### config.mk
export PLATFORM = sky130hd
export DESIGN_NAME = c3lib_ckmux4_sel_seq
export DESIGN_NICKNAME = d
export VERILOG_FILES = /design/src/rtl/c3lib_ckmux4_sel_seq.sv
export SDC_FILE = /design/constraint.sdc
export NUM_CORES = 1
export LEC_CHECK = 0
export ABC_AREA = 1
export BUFFER_PORTS_ARGS = -buffer_cell sky130_fd_sc_hd__buf_4
export CAP_MARGIN = 0
export CORE_MARGIN = 2
export CORE_UTILIZATION = 58
export DETAILED_ROUTE_END_ITERATION = 6
export GPL_ROUTABILITY_DRIVEN = 0
export PLACE_DENSITY = 0.93
export SLEW_MARGIN = 0
export SYNTH_ARGS = -nofsm -noshare
export SYNTH_HDL_FRONTEND = slang
export SYNTH_SLANG_ARGS = --single-unit
### constraint.sdc
create_clock -name clk -period 2.3 [get_ports clk]
set_clock_uncertainty 0.2 [all_clocks]
set_input_delay 0 -clock clk [delete_from_list [all_inputs] [get_ports clk]]
set_output_delay 0 -clock clk [all_outputs]
set_load 0.02 [all_outputs]
### src/rtl/c3lib_ckmux4_sel_seq.sv
// Select sequencer for the 4:1 clock mux: gates downstream clock off, waits, switches {s1,s0}, settles, re-enables.
// Optional input synchronizers on sel_req_vld/tst_override: define C3LIB_CKMUX4_SEL_SEQ_SYNC_EN.
module c3lib_ckmux4_sel_seq #(
    parameter int          GATE_CYC   = 4,
    parameter int          SETTLE_CYC = 4,
    parameter int          CNT_W      = 4,
    parameter logic [1:0]  RST_SEL    = 2'b00
) (
    input  logic       clk,
    input  logic       rst,
    input  logic [1:0] sel_req,
    input  logic       sel_req_vld,
    output logic       sel_req_rdy,
    input  logic       tst_override,
    output logic       s0,
    output logic       s1,
    output logic       ck_gate_en,
    output logic       sel_done,
    output logic       busy
);

    typedef enum logic [1:0] {
        ST_IDLE     = 2'd0,
        ST_GATE_OFF = 2'd1,
        ST_SETTLE   = 2'd2,
        ST_DONE     = 2'd3
    } state_t;

    // Counter loads hold the cycle count minus one so a load of zero means one cycle.
    localparam logic [CNT_W-1:0] GATE_LD   = CNT_W'(GATE_CYC - 1);
    localparam logic [CNT_W-1:0] SETTLE_LD = CNT_W'(SETTLE_CYC - 1);
    localparam logic [CNT_W-1:0] CNT_ONE   = CNT_W'(1);
    localparam logic [CNT_W-1:0] CNT_ZERO  = CNT_W'(0);

    state_t           state_r;
    logic [CNT_W-1:0] cnt_r;
    logic [1:0]       sel_r;
    logic [1:0]       req_q_r;
    logic             gate_en_r;
    logic             done_r;
    logic             busy_r;
    logic             vld_s;
    logic             ovr_s;
    logic             accept_s;

`ifdef C3LIB_CKMUX4_SEL_SEQ_SYNC_EN
    logic [1:0] vld_sync_r;
    logic [1:0] ovr_sync_r;

    // Two-flop synchronizers for the asynchronous request valid and test freeze.
    always_ff @(posedge clk) begin
        if (rst) begin
            vld_sync_r <= 2'b00;
            ovr_sync_r <= 2'b00;
        end else begin
            vld_sync_r <= {vld_sync_r[0], sel_req_vld};
            ovr_sync_r <= {ovr_sync_r[0], tst_override};
        end
    end

    assign vld_s = vld_sync_r[1];
    assign ovr_s = ovr_sync_r[1];
`else
    assign vld_s = sel_req_vld;
    assign ovr_s = tst_override;
`endif

    assign sel_req_rdy = (state_r == ST_IDLE) & ~ovr_s;
    assign accept_s    = vld_s & sel_req_rdy;

    // Sequencer FSM; all outputs are registered alongside the state.
    always_ff @(posedge clk) begin
        if (rst) begin
            state_r   <= ST_IDLE;
            cnt_r     <= CNT_ZERO;
            sel_r     <= RST_SEL;
            req_q_r   <= RST_SEL;
            gate_en_r <= 1'b1;
            done_r    <= 1'b0;
            busy_r    <= 1'b0;
        end else if (ovr_s) begin
            // Freeze: everything holds, but no completion pulse may escape.
            done_r <= 1'b0;
        end else begin
            done_r <= 1'b0;
            case (state_r)
                ST_IDLE: begin
                    if (accept_s) begin
                        req_q_r <= sel_req;
                        busy_r  <= 1'b1;
                        if (sel_req == sel_r) begin
                            state_r <= ST_DONE;
                        end else begin
                            state_r   <= ST_GATE_OFF;
                            cnt_r     <= GATE_LD;
                            gate_en_r <= 1'b0;
                        end
                    end
                end
                ST_GATE_OFF: begin
                    if (cnt_r == CNT_ZERO) begin
                        sel_r   <= req_q_r;
                        cnt_r   <= SETTLE_LD;
                        state_r <= ST_SETTLE;
                    end else begin
                        cnt_r <= cnt_r - CNT_ONE;
                    end
                end
                ST_SETTLE: begin
                    if (cnt_r == CNT_ZERO) begin
                        gate_en_r <= 1'b1;
                        done_r    <= 1'b1;
                        busy_r    <= 1'b0;
                        state_r   <= ST_IDLE;
                    end else begin
                        cnt_r <= cnt_r - CNT_ONE;
                    end
                end
                ST_DONE: begin
                    done_r  <= 1'b1;
                    busy_r  <= 1'b0;
                    state_r <= ST_IDLE;
                end
                default: begin
                    state_r   <= ST_IDLE;
                    cnt_r     <= CNT_ZERO;
                    gate_en_r <= 1'b1;
                    busy_r    <= 1'b0;
                end
            endcase
        end
    end

    assign s1         = sel_r[1];
    assign s0         = sel_r[0];
    assign ck_gate_en = gate_en_r;
    assign sel_done   = done_r;
    assign busy       = busy_r;

endmodule

Yosys cells after proc, flatten, opt, wreduce, memory -nomap -nowiden
Cells that the tools add are included.
{ "totals": {"reg_bits": 13, "wordCells": 51} }
{ "op_classes": {"n_addsub": 1, "eq_ne": 9, "n_mux": 19, "bitwise": 3, "reduce_logical": 12} }
{ "op_table": {"columns": ["operator", "n"], "rows": [
  ["$mux 4", 4],
  ["$pmux 4 s3", 1],
  ["$ne 2x2->1 const B", 5],
  ["$reduce_and 5->1", 2],
  ["$mux 2", 4],
  ["$pmux 2 s4", 1],
  ["$reduce_and 4->1", 2],
  ["$mux 1", 6],
  ["$reduce_and 3->1", 2],
  ["$reduce_bool 3->1", 2],
  ["$eq 2x2->1 const B", 2],
  ["$logic_not 4->1", 1],
  ["$pmux 1 s2", 2],
  ["$sub 4x1->4 const B", 1],
  ["$pmux 1 s3", 1],
  ["$and 1x1->1", 2],
  ["$eq 2x1->1 const B", 1],
  ["$eq 2x2->1", 1],
  ["$logic_not 2->1", 1],
  ["$reduce_bool 2->1", 1],
  ["$reduce_or 2->1", 1],
  ["$not 1->1", 1]
]} }

Depth between registers and ports, before layout
Gate-level depths: netlist of run 1.
{ "depth": {"depth_word": 5, "ltp_mapped": 9, "depth_no_buf": 9} }

Worst setup path after synthesis of run 1
OpenSTA, ideal clock, no wires.
{ "synth_path": {"kind": "register -> register", "start": "reg state_r[0]", "end": "reg gate_en_r, in the netlist ck_gate_en", "t_arrival_ns": 1.358, "path_slack_ns": 0.621, "stages_incl_launch_ff": 10, "synth_period_minus_slack_ns": 1.679, "path_cell_list": "dfxtp_1 -> inv_1 -> ha_1 -> inv_2 -> nor2_1 -> nand2_1 -> inv_2 -> nand3_1 -> nand2_1 -> nand3_1"} }
{ "synth_via": {"elab_chain_len": 5} }
{ "synth_lines": {"columns": ["item", "line", "text"], "rows": [
  ["start, declared", "35", "state_t state_r;"],
  ["start signal, assigned", "74", "state_r <= ST_IDLE;"],
  ["start signal, assigned", "92", "state_r <= ST_DONE;"],
  ["start signal, assigned", "94", "state_r <= ST_GATE_OFF;"],
  ["$logic_not 2->1", "68", "assign sel_req_rdy = (state_r == ST_IDLE) & ~ovr_s;"],
  ["$and 1x1->1", "68", null],
  ["via sel_req_rdy", "13", "output logic sel_req_rdy,"],
  ["$and 1x1->1", "69", "assign accept_s = vld_s & sel_req_rdy;"],
  ["$ne 2x2->1 (no line)", null, null],
  ["$reduce_and 5->1 (no line)", null, null],
  ["end signal, assigned", "78", "gate_en_r <= 1'b1;"],
  ["end signal, assigned", "96", "gate_en_r <= 1'b0;"],
  ["end signal, assigned", "111", "gate_en_r <= 1'b1;"],
  ["end, declared", "39", "logic gate_en_r;"]
]} }
The timed path passes the listed nets, and every way through them passes these cells.
A chain may end at the register's enable or synchronous reset.

Final worst setup path of run 1
{ "layout_path": {"start": "reg state_r[0]", "end": "reg cnt_r[3]"} }
{ "layout_via": {"elab_chain_len": 5} }
{ "layout_lines": {"columns": ["item", "line", "text"], "rows": [
  ["$logic_not 2->1", "68, 86", null],
  ["$and 1x1->1", "68", null],
  ["$and 1x1->1", "69", null],
  ["$ne 2x2->1 (no line)", null, null],
  ["$reduce_and 5->1 (no line)", null, null],
  ["end signal, assigned", "106", "cnt_r <= cnt_r - CNT_ONE;"],
  ["end signal, assigned", "116", "cnt_r <= cnt_r - CNT_ONE;"],
  ["end, declared", "36", "logic [CNT_W-1:0] cnt_r;"]
]} }
Parallel ways exist; a longest one is shown, timed or not.

==> results.ini, run 1 <==
[logic_synthesis]
avgSynthCellArea_sq_um = 6.98
synth_fp_nets = 131
netlist.top_cell.by_area = dfxtp_1
ys_seq_area_share_pct = 31.6
ys_dominant_reg_cell = dfxtp_1
yosys.area.top_type_share_pct = 31.6
post_synth_inst_count = 118
synth.area.top_cells = dfxtp_1 32%, nand2_1 12%, ha_1 11%
synth_async_sr_flop_share_pct = 0
syn_area_sq_um = 823
synth-warning-count = 0
post_synth_num_cell_types = 23
synth_enable_flop_cells = 0
synth.top_cells.by_count = 26 x nand2_1, 15 x inv_1, 13 x dfxtp_1
synthMostInstantiatedCell = nand2_1
ys_ff_latch = 13

[global_route]
grt_antenna_before_repair = 0
grt_pass1_wl_um = 3420
grt.total_usage_pct = 26.0
gr-total-overflow = 0
grt_start_max_net_pins = 10
first_global_vias = 832

[die]
initial_utilization_pct = 62.5
boundaryPins = 12
die_height_um = 41.7
floorplan.core_area_sq_um = 1320
die_width_um = 41.7
die_area_sq_um = 1740
placement_rows = 13

[power_and_ir_drop]
total_leakage_power_nw = 0.466
power.share.clock_pct = 20.1
sw_share_pct = 40.1
switchingPower_w = 0.000290
power.sequential.fraction_pct = 37.6
power_density_nw_per_um2 = 723
p_int_w = 0.000433
pwr-share-comb_pct = 42.3
power.ir.vdd_worst_v = 0.000527
power_w = 0.000724

[detailed_routing]
num_vias = 839
final_antenna_net_count = 0
drt-initial-drc-count = 11
routed_length_on_met1_um = 793
met2WireLength_um = 1080
wl_met3_um = 74
postRouteWirelength_um = 2020
wl_cell_um = 13.2
route.top_layer_used = met4
remaining_drc_errors = 0
vias_per_cell = 5.48
drtPass1Iterations = 4

[layout]
diodes = 0
layout-drive-gt1-share_pct = 21.0
area_growth_syn_to_layout_pct = 21.6
final_core_utilization_pct = 76.0
nets = 152

[placement]
place.detailed.hpwl_um = 1450
port_buffers = 11

[cts]
clock-root-buffer = clkbuf_4
cts.clk_slew.worst_paths_ns = 0.08
tritoncts.num_buffers = 3
tritoncts_clock_tree = done
cts.repair.resized = 0
clock_path_buffers = 2
cts.sink_count = 13
clkLatencyLatePin_ns = 0.28
number_of_h_tree_branching_levels = 1

[min_path]
hold_class = input port to register

[sta]
rsz_0062_raised_after_global_routing = false
slew_viol_final = 0
worst_slew_margin_rel_pct = 79.0
max_clock_freq_mhz = 582
max_slew.worst_pin.slew_ns = 0.315
finalHoldViolations = 0
report.final.setup_viol = 0
totalNegativeSetupSlack_ns = 0
final.min_clock_period_ns = 1.72
fin_crit_sh_pct = 74.7

[setup_path]
timing.critical_path.fanout_max = 6
cp_data_required_time_ns = 2.32
data_arrival_time_of_the_critical_path_ns = 1.74
timing.critical_path.from_type = register
worstSetupPathType = register to register
timing.critical_path.to_type = register
reg2reg_setup_slack_ns = 0.58

[flow_run]
cap_viol_max_count = 0

[outcome]
outcome = finished clean

-- per-layer routing --
| layer | vias to the layer above | track usage (%) |
|---|---|---|
| li1 | 416 | - |
| met4 | 0 | 15.5 |
| met1 | 390 | 26.1 |
| met2 | 24 | 49.7 |
| met3 | 9 | 3.48 |
| met5 | - | 0 |
-- kinds of logic (layout without fill, tap and decap cells) --
| kind of cell | Yosys count | in the layout | synth area share [%] |
|---|---|---|---|
| flops | 13 | 13 | 31.6 |
| xor+xnor | 1 | 1 | 1.06 |
| compound gates | 16 | 16 | 12.2 |
| buf+inv | 18 | 38 | 8.21 |
| fa+ha+maj | 7 | 7 | 10.6 |
| simple gates | 63 | 63 | 36.3 |
-- cells in the final DEF (no fill, tap or decap) --
cell | netlist | layout
nand2_1 | 26 | 26
inv_1 | 15 | 15
dfxtp_1 | 13 | 13
nor2_1 | 12 | 12
nand3_1 | 12 | 12
buf_4 | 0 | 11
a21oi_1 | 8 | 8
ha_1 | 7 | 7
nand2_2 | 5 | 5
dlygate4sd3_1 | 0 | 5
nor2_2 | 3 | 3
o21ai_0 | 3 | 3
clkbuf_4 | 0 | 3
inv_2 | 2 | 2
xnor2_1 | 1 | 1
nand3_2 | 1 | 1
o21ai_2 | 1 | 1
nand3b_1 | 1 | 1
clkinv_1 | 1 | 1
a21oi_4 | 1 | 1
nand4_1 | 1 | 1
nor2_4 | 1 | 1
nand2_4 | 1 | 1
o211ai_1 | 1 | 1
a21boi_0 | 1 | 1
o21ai_1 | 1 | 1
clkbuf_1 | 0 | 1
-- per-stage QoR --
stage | hold WS, ns | cells | setup slack [ns] | cell area [sq um]
floorplan | -0.131 | 118 | 0.621 | 823
detailed placement | -0.0131 | 144 | 0.612 | 925
global route | 0.279 | 153 | 0.465 | 1000
global placement | -0.0208 | 144 | 0.702 | 925
CTS | 0.230 | 153 | 0.592 | 1000
finish | 0.267 | 153 | 0.582 | 1000
-- sequential cells by signal, indices dropped and copies added, names as in the netlist --
name and flops:
sel_done 1, req_q_r 2, sel_r 2, ck_gate_en 1
cnt_r 4, busy 1, state_r 2
-- worst paths after layout --
check	from	endpoint	cells after the start
setup / recovery	state_r[0]$_SDFFE_PP0P_	cnt_r[3]$_SDFFE_PP0P_	9
hold / removal	rst	state_r[0]$_SDFFE_PP0P_	3
setup reg to reg	state_r[0]$_SDFFE_PP0P_	cnt_r[3]$_SDFFE_PP0P_	9
hold reg to reg	ck_gate_en$_SDFFE_PP1P_	ck_gate_en$_SDFFE_PP1P_	2
-- power by group through the flow --
| stage | logic (W) | clock network [W] | registers, W |
|---|---|---|---|
| floorplan | 0.000215 | 0 | 0.000281 |
| global placement | 0.000279 | 0 | 0.000275 |
| detailed placement | 0.000292 | 0 | 0.000277 |
| CTS | 0.000300 | 0.000148 | 0.000272 |
| global route | 0.000341 | 0.000154 | 0.000276 |
| finish | 0.000306 | 0.000145 | 0.000272 |
-- worst max-delay path: stages (launching register included) --
cell     delay, ns
dfxtp_1       0.39
inv_1         0.10
ha_1          0.30
nand3_1       0.15
nand2_2       0.08
nor2_4        0.16
nand2_4       0.08
nand2_2       0.05
nand2_1       0.05
nor2_1        0.10
-- what timing repair did --
item	in CTS	in global routing
hold buffers	5	0
hold endpoints to repair	9	0
buffers inserted	0	0
-- layout make-up --
class                   count  area (sq um)
fillers                   102           317
flip-flops and latches     13           260
repair buffers             16           133
multi-input cells          87           495
well taps                  15          18.8
clock buffers               4          26.3
inverters                  18          67.6
(Power assumes the default switching activity.)
==> run 2: changes to the inputs <==
- ABC_AREA: 1 -> 0
- CORE_UTILIZATION: 58 -> 48
- PLACE_DENSITY: 0.93 -> 0.84
- clock period: 2.3 -> 1.38 ns (I/O delays scaled with it)
==> run 2 against run 1 <==
The run now ends with negative hold slack, negative setup slack left. Clock-buffer cell count unchanged. Area after synthesis decreased by 6.1%. Routed wire length increased by 68%. Non-clock buffer count increased by 25. Critical path type unchanged.
==> results.ini, run 2 <==
[die]
placement_rows = 14  ; +1
die_area_sq_um = 1950  ; +12%
initial_utilization_pct = 51.3  ; -11 points
die_height_um = 44.1  ; +5.9%
die_width_um = 44.1  ; +5.9%
floorplan.core_area_sq_um = 1510  ; +14%
boundaryPins = 12  ; unchanged

[sta]
max_slew.worst_pin.slew_ns = 0.490  ; +0.175 ns
max_clock_freq_mhz = 521  ; -11%
finalHoldViolations = 2  ; +2
slew_viol_final = 0  ; unchanged
fin_crit_sh_pct = 139  ; +64 points
final.min_clock_period_ns = 1.92  ; +0.202 ns
report.final.setup_viol = 14  ; +14
final_critical_path_setup_slack_ns = -0.540  ; -1.12 ns
worst_slew_margin_rel_pct = 67.0  ; -12 points
rsz_0062_raised_after_global_routing = true
fin_worst_hold_slack_ns = -0.0170  ; -0.284 ns
totalNegativeSetupSlack_ns = -5.05  ; -5.05 ns

[logic_synthesis]
synthMostInstantiatedCell = dfxtp_1
synth.area.top_cells = dfxtp_1 34%, ha_1 11%, mux2i_1 5.2%
dominant_combinational_cell_family_by_area_after_synthesis = simple AND/OR/NAND/NOR gates
post_synth_num_cell_types = 28  ; +22%
synth_fp_nets = 103  ; -21%
synth_compound_gate_area_share_pct = 16.5  ; +4.3 points
avgSynthCellArea_sq_um = 8.59  ; +23%
synth_enable_flop_cells = 0  ; unchanged
yosys.area_share.adder_pct = 11.3  ; +0.69 points
yosys.area_share.xor_xnor_pct = 2.27  ; +1.2 points
synth_async_sr_flop_share_pct = 0  ; unchanged
ys_dominant_reg_cell = dfxtp_1
synth-warning-count = 0  ; unchanged
ys_seq_area_share_pct = 33.7  ; +2.0 points
synthMuxAreaShare_pct = 5.18  ; +5.2 points
post_synth_inst_count = 90  ; -24%
syn_area_sq_um = 773  ; -6.1%
synth.top_cells.by_count = 13 x dfxtp_1, 9 x nor2_1, 7 x ha_1
netlist.top_cell.by_area = dfxtp_1
yosys.area.top_type_share_pct = 33.7  ; +2.0 points
ys_ff_latch = 13  ; unchanged
post_synth_and_or_nand_nor_area_fraction_pct = 27.2  ; -9.1 points

[layout]
nets = 147  ; -3.3%
regMostFlops = cnt_r
layout-drive-gt1-share_pct = 54.9  ; +34 points
layout_common_cells = 33 x buf_4, 9 x dfxtp_1, 7 x dlygate4sd3_1
fin_cells = 149  ; -2.6%
largest_register_ffs = 4  ; unchanged
layout.cells.most_common = buf_4
diodes = 0  ; unchanged
area_growth_syn_to_layout_pct = 67.3

[min_path]
hold_class = input port to register

[power_and_ir_drop]
pwr-share-comb_pct = 49.1  ; +6.8 points
power.share.clock_pct = 19.7  ; -0.4 points
total_leakage_power_nw = 0.541  ; +16%
switchingPower_w = 0.000565  ; +94%
power.sequential.fraction_pct = 31.2  ; -6.4 points
power_density_nw_per_um2 = 1100  ; +52%
sw_share_pct = 39.8  ; -0.37 points
power.ir.vdd_worst_v = 0.000768  ; +46%
p_int_w = 0.000855  ; +97%

[global_route]
gr-total-overflow = 0  ; unchanged
gr-max-usage-layer = met2
first_global_vias = 997  ; +20%
groute.layer.met3.usage_pct = 6.94  ; +3.5 points
grt_start_max_net_pins = 14  ; +4
grt.total_usage_pct = 33.8  ; +7.8 points
met1_usage_pct = 37.3  ; +11 points
globalRouteMet2Util_pct = 62.1  ; +12 points
grt_pass1_wl_um = 4750  ; +39%
grt_antenna_before_repair = 0  ; unchanged

[detailed_routing]
drt-initial-drc-count = 76  ; +65
vias_per_cell = 6.70  ; +22%
wl_cell_um = 22.8  ; +72%
num_vias = 999  ; +19%
postRouteWirelength_um = 3400  ; +68%
final_antenna_net_count = 0  ; unchanged
remaining_drc_errors = 0  ; unchanged
drtPass1Iterations = 4  ; unchanged

[setup_path]
timing.critical_path.fanout_max = 4  ; -2
timing.critical_path.from_type = register
worstSetupPathType = register to register
data_arrival_time_of_the_critical_path_ns = 1.91  ; +0.17 ns
timing.critical_path.to_type = register
cp_data_required_time_ns = 1.37  ; -0.95 ns

[cts]
cts.sink_count = 13  ; unchanged
clock_path_buffers = 2  ; unchanged
clock-root-buffer = clkbuf_4
tritoncts.num_buffers = 3  ; unchanged
clkLatencyLatePin_ns = 0.31  ; +0.03 ns
number_of_h_tree_branching_levels = 1  ; unchanged
tritoncts_clock_tree = done
cts.clk_slew.worst_paths_ns = 0.10  ; +0.02 ns
cts_stage_hold_buffer_count = 7  ; +2

[flow_run]
cap_viol_max_count = 0  ; unchanged

[placement]
place_inst = 136  ; -5.6%
place.detailed.hpwl_um = 1780  ; +23%
port_buffers = 11  ; unchanged

[outcome]
outcome = finished, violations left
violations = negative hold slack, negative setup slack

-- run 2: cell types whose count changed after synthesis, moves of 3 or more --
cell	previous run	this run
mux2i_1	0	4
nand2_2	5	0
nor2_2	3	0
nand2_1	26	6
nand3_1	12	0
a21oi_1	8	5
nor2b_1	0	4
nor2_1	12	9
inv_1	15	6
nor3_1	0	6
a31oi_1	0	3
-- run 2: layout make-up --
cell class,instances,area [sq um]
fillers,66,213
flip-flops and latches,13,270
multi-input cells,69,623
well taps,16,20.0
inverters,6,25.0
repair buffers,41,329
clock buffers,4,26.3
-- run 2: per-stage QoR --
stage          area (sq um)  power [W]  utilization [%]  setup slack [ns]
2_1_floorplan           818   0.000732                -            -0.416
3_3_place_gp           1070   0.000933             71.1            -0.413
3_5_place_dp           1070   0.000963             71.1            -0.467
4_1_cts                1210    0.00126             80.4            -0.476
5_1_grt                1290    0.00145             85.9            -0.583
6_report               1290    0.00142             85.9            -0.540
-- run 2: layer usage --
metal  part of all wire (%)  vias to the layer above
met5                      0                        -
li1                       -                      413
met2                     49                       74
met1                     37                      479
met3                    7.6                       33
met4                    6.6                        0
-- run 2: repair_timing --
item / in CTS / in global routing
hold endpoints to repair: 13 / 1
setup buffers: 1 / 1
endpoints found under the setup margin: 14 / 14
resized for setup: 10 / 16
pin swaps: 6 / 6
-- run 2: worst paths after layout --
check / endpoint / cells past startpoint / slack [ns] / start
worst max-delay path: state_r[0]$_SDFFE_PP0P_ / 8 / -0.54 / state_r[1]$_SDFFE_PP0P_
worst max register to register: state_r[0]$_SDFFE_PP0P_ / 8 / -0.54 / state_r[1]$_SDFFE_PP0P_
worst min-delay path: cnt_r[1]$_SDFFE_PP0P_ / 4 / -0.02 / tst_override
worst min register to register: busy$_SDFFE_PP0P_ / 2 / 0.27 / busy$_SDFFE_PP0P_
-- run 2: cell families after synthesis --
| family | count (synthesis) |
|---|---|
| buffers and inverters | 8 |
| DFF | 13 |
| AOI/OAI and AO/OA | 20 |
| adders and majority gates | 7 |
| and+or+nand+nor | 36 |
| muxes | 4 |
| xor gates and xnor gates | 2 |
-- run 2: power by group through the flow --
| stage | combinational, W | sequential [W] | clock, W |
|---|---|---|---|
| detailed placement | 0.000517 | 0.000446 | 0 |
| finish | 0.000697 | 0.000443 | 0.000280 |
| global placement | 0.000491 | 0.000442 | 0 |
| global route | 0.000721 | 0.000445 | 0.000283 |
| CTS | 0.000583 | 0.000438 | 0.000243 |
| floorplan | 0.000275 | 0.000457 | 0 |
-- run 2: critical path: stages (launching register included) --
cell and delay (ns):
dfxtp_4 0.38, inv_2 0.08, ha_2 0.21, buf_4 0.13, inv_2 0.05, buf_4 0.13
o221a_2 0.32, mux2i_1 0.22, nor2_1 0.07
==> run 3: changes to the inputs <==
- CORE_MARGIN: 2 -> unset
- CORE_UTILIZATION: 48 -> 53
- PLACE_DENSITY: 0.84 -> 0.87
- clock period: 1.38 -> 1.8 ns (I/O delays scaled with it)
==> run 3 against run 2 <==
Via count down 4.4%. Highest routed layer unchanged. Cell area down 4.5%. Combinational power down 23%. Routed wire length down 4.4%. Clock power down 29%. Largest cell class unchanged. The flow finishes with violations (negative setup slack).
==> results.ini, run 3 (synthesis gave the netlist of run 2 again) <==
[power_and_ir_drop]
power.ir.vdd_worst_v = 0.000810  ; +5.4%
power_w = 0.00107  ; -24%
total_leakage_power_nw = 0.504  ; -6.8%
power_density_nw_per_um2 = 869  ; -21%

[setup_path]
crit_end = cnt_r[1]$_SDFFE_PP0P_
cp_data_required_time_ns = 1.77  ; +0.40 ns
reg2reg_from = state_r[1]$_SDFFE_PP0P_
crit_chain = inv_1 > ha_4 > nor2b_4 > or4_4 > nor3_4 > nor3_2
reg2reg_setup_slack_ns = -0.17  ; +0.37 ns
timing.critical_path.to_type = register
timing.critical_path.fanout_max = 4  ; unchanged
timing.rr.end = cnt_r[1]$_SDFFE_PP0P_
timing.critical_path.from_type = register
cp_top_family = simple AND/OR/NAND/NOR gates
timing.critical_path.slowest_cell_delay_ns = 0.54  ; +0.16 ns
reg2regPathDepth = 6  ; -2
critical_path.slowest_cell = or4_4
cp.buffers_inverters = 1  ; -3
crit_start = state_r[1]$_SDFFE_PP0P_
worstSetupPathType = register to register
data_arrival_time_of_the_critical_path_ns = 1.95  ; +0.04 ns
critical_path_cell_count = 6  ; -2

[layout]
fillerInstances = 50  ; -24%
area_growth_syn_to_layout_pct = 59.7
nets = 138  ; -6.1%
diodes = 0  ; unchanged
layout.cells.most_common = buf_4
register_area_sq_um = 268  ; -0.93%
largest_register_ffs = 4  ; unchanged
layout-drive-gt1-share_pct = 47.6  ; -7.3 points
multi_input_area_sq_um = 643  ; +3.2%
layout_common_cells = 26 x buf_4, 9 x dfxtp_1, 7 x nor2_1, 6 x nand2_1
fin_cells = 139  ; -6.7%
regMostFlops = cnt_r

[detailed_routing]
postRouteWirelength_um = 3240  ; -4.4%
drtPass1Iterations = 4  ; unchanged
final_antenna_net_count = 0  ; unchanged
remaining_drc_errors = 0  ; unchanged
num_vias = 955  ; -4.4%
wl_cell_um = 23.3  ; +2.4%
drt-initial-drc-count = 66  ; -13%
vias_per_cell = 6.87  ; +2.5%

[flow_run]
cap_viol_max_count = 0  ; unchanged

[sta]
final_critical_path_setup_slack_ns = -0.173  ; +0.367 ns
max_slew.worst_pin.slew_ns = 0.394  ; -0.0961 ns
rsz_0062_raised_after_global_routing = true
finalHoldViolations = 0  ; -2
slew_viol_final = 0  ; unchanged
max_clock_freq_mhz = 507  ; -2.7%
worst_slew_margin_rel_pct = 73.4  ; +6.4 points
fin_crit_sh_pct = 110  ; -30 points
report.final.setup_viol = 6  ; -8
final.min_clock_period_ns = 1.97  ; +0.0531 ns

[global_route]
grt_pass1_wl_um = 4280  ; -10%
grt_start_max_net_pins = 14  ; unchanged
grt_antenna_before_repair = 0  ; unchanged
gr-total-overflow = 0  ; unchanged
grt.total_usage_pct = 42.3  ; +8.5 points
first_global_vias = 891  ; -11%

[cts]
clkLatencyLatePin_ns = 0.29  ; -0.02 ns
clock-root-buffer = clkbuf_4
tritoncts.num_buffers = 3  ; unchanged
cts.clk_slew.worst_paths_ns = 0.09  ; about the same
number_of_h_tree_branching_levels = 1  ; unchanged
cts.sink_count = 13  ; unchanged
clock_path_buffers = 2  ; unchanged
tritoncts_clock_tree = done

[die]
die_width_um = 40.2  ; -8.9%
die_area_sq_um = 1620  ; -17%
initial_utilization_pct = 58.0  ; +6.6 points
placement_rows = 13  ; -1
floorplan.core_area_sq_um = 1330  ; -11%
boundaryPins = 12  ; unchanged
die_height_um = 40.2  ; -8.9%

[min_path]
hold_class = register to register

[outcome]
violations = negative setup slack
outcome = finished, violations left

[placement]
place.detailed.hpwl_um = 1640  ; -8.1%
place_inst = 127  ; -6.6%
port_buffers = 11  ; unchanged

==> run 3: cell types whose count changed in the layout (fill, tap and decap cells not counted), sizes merged <==
cell,previous run,this run
buf,34,27
dlygate4sd3,7,5
==> run 3: how the worst min path moves through the flow <==
stage | to | cells past startpoint | slack, ns | start
global placement | req_q_r[0]$_SDFFE_PP0P_ | 3 | 0.05 | sel_req[0]
global route | sel_r[1]$_SDFFE_PP0P_ | 2 | 0.32 | req_q_r[1]$_SDFFE_PP0P_
finish | busy$_SDFFE_PP0P_ | 2 | 0.30 | busy$_SDFFE_PP0P_
detailed placement | req_q_r[1]$_SDFFE_PP0P_ | 3 | 0.06 | sel_req[1]
floorplan | cnt_r[0]$_SDFFE_PP0P_ | 1 | -0.13 | rst
CTS | sel_r[0]$_SDFFE_PP0P_ | 2 | 0.27 | req_q_r[0]$_SDFFE_PP0P_
==> run 3: area by class of cell <==
type	count	area share, %
Multi-Input combinational cell	69	52.1
Timing Repair Buffer	32	20.8
Inverter	6	1.82
Clock buffer	4	2.13
Tap cell	15	1.52
Sequential cell	13	21.7
==> run 3: through the flow <==
step | utilization (%) | hold slack [ns] | worst slack (ns) | instance area (sq um) | setup TNS (ns)
floorplan | - | -0.128 | 0.00337 | 803 | 0
global placement | 74.6 | 0.0512 | -0.00663 | 995 | -0.00663
detailed placement | 74.6 | 0.0594 | -0.0647 | 995 | -0.204
CTS | 81.5 | 0.265 | -0.0761 | 1090 | -0.201
global route | 92.6 | 0.323 | -0.211 | 1230 | -0.976
finish | 92.6 | 0.302 | -0.173 | 1230 | -0.715
==> run 3: per-layer routing <==
metal | GRT usage [%] | vias to the layer above | wire length (um)
li1 | - | 395 | -
met1 | 46.6 | 432 | 1310
met2 | 71.0 | 95 | 1420
met3 | 10.6 | 33 | 336
met4 | 28.3 | 0 | 175
met5 | 0 | - | 0
==> run 3: report_power, final <==
| part | total [W] | internal (W) | switching [W] |
|---|---|---|---|
| Sequential | 0.000340 | 0.000316 | 0.0000248 |
| Clock | 0.000199 | 0.0000864 | 0.000113 |
| Combinational | 0.000534 | 0.000249 | 0.000285 |
==> run 3: tightest hold or removal path: stages, from the launching register on <==
cell and delay [ns]:
dfxtp_1 0.34, o41ai_2 0.06, a21oi_1 0.06
==> run 3: what timing repair did <==
| item | 4_1_cts | 5_1_grt |
|---|---|---|
| hold buffers | 5 | 0 |
| setup endpoints to repair | 7 | 10 |
| gates cloned | 0 | 0 |
| setup buffers | 1 | 2 |
| endpoints found under the hold margin | 13 | 0 |
| pin swaps | 0 | 10 |
| resized for setup | 2 | 25 |
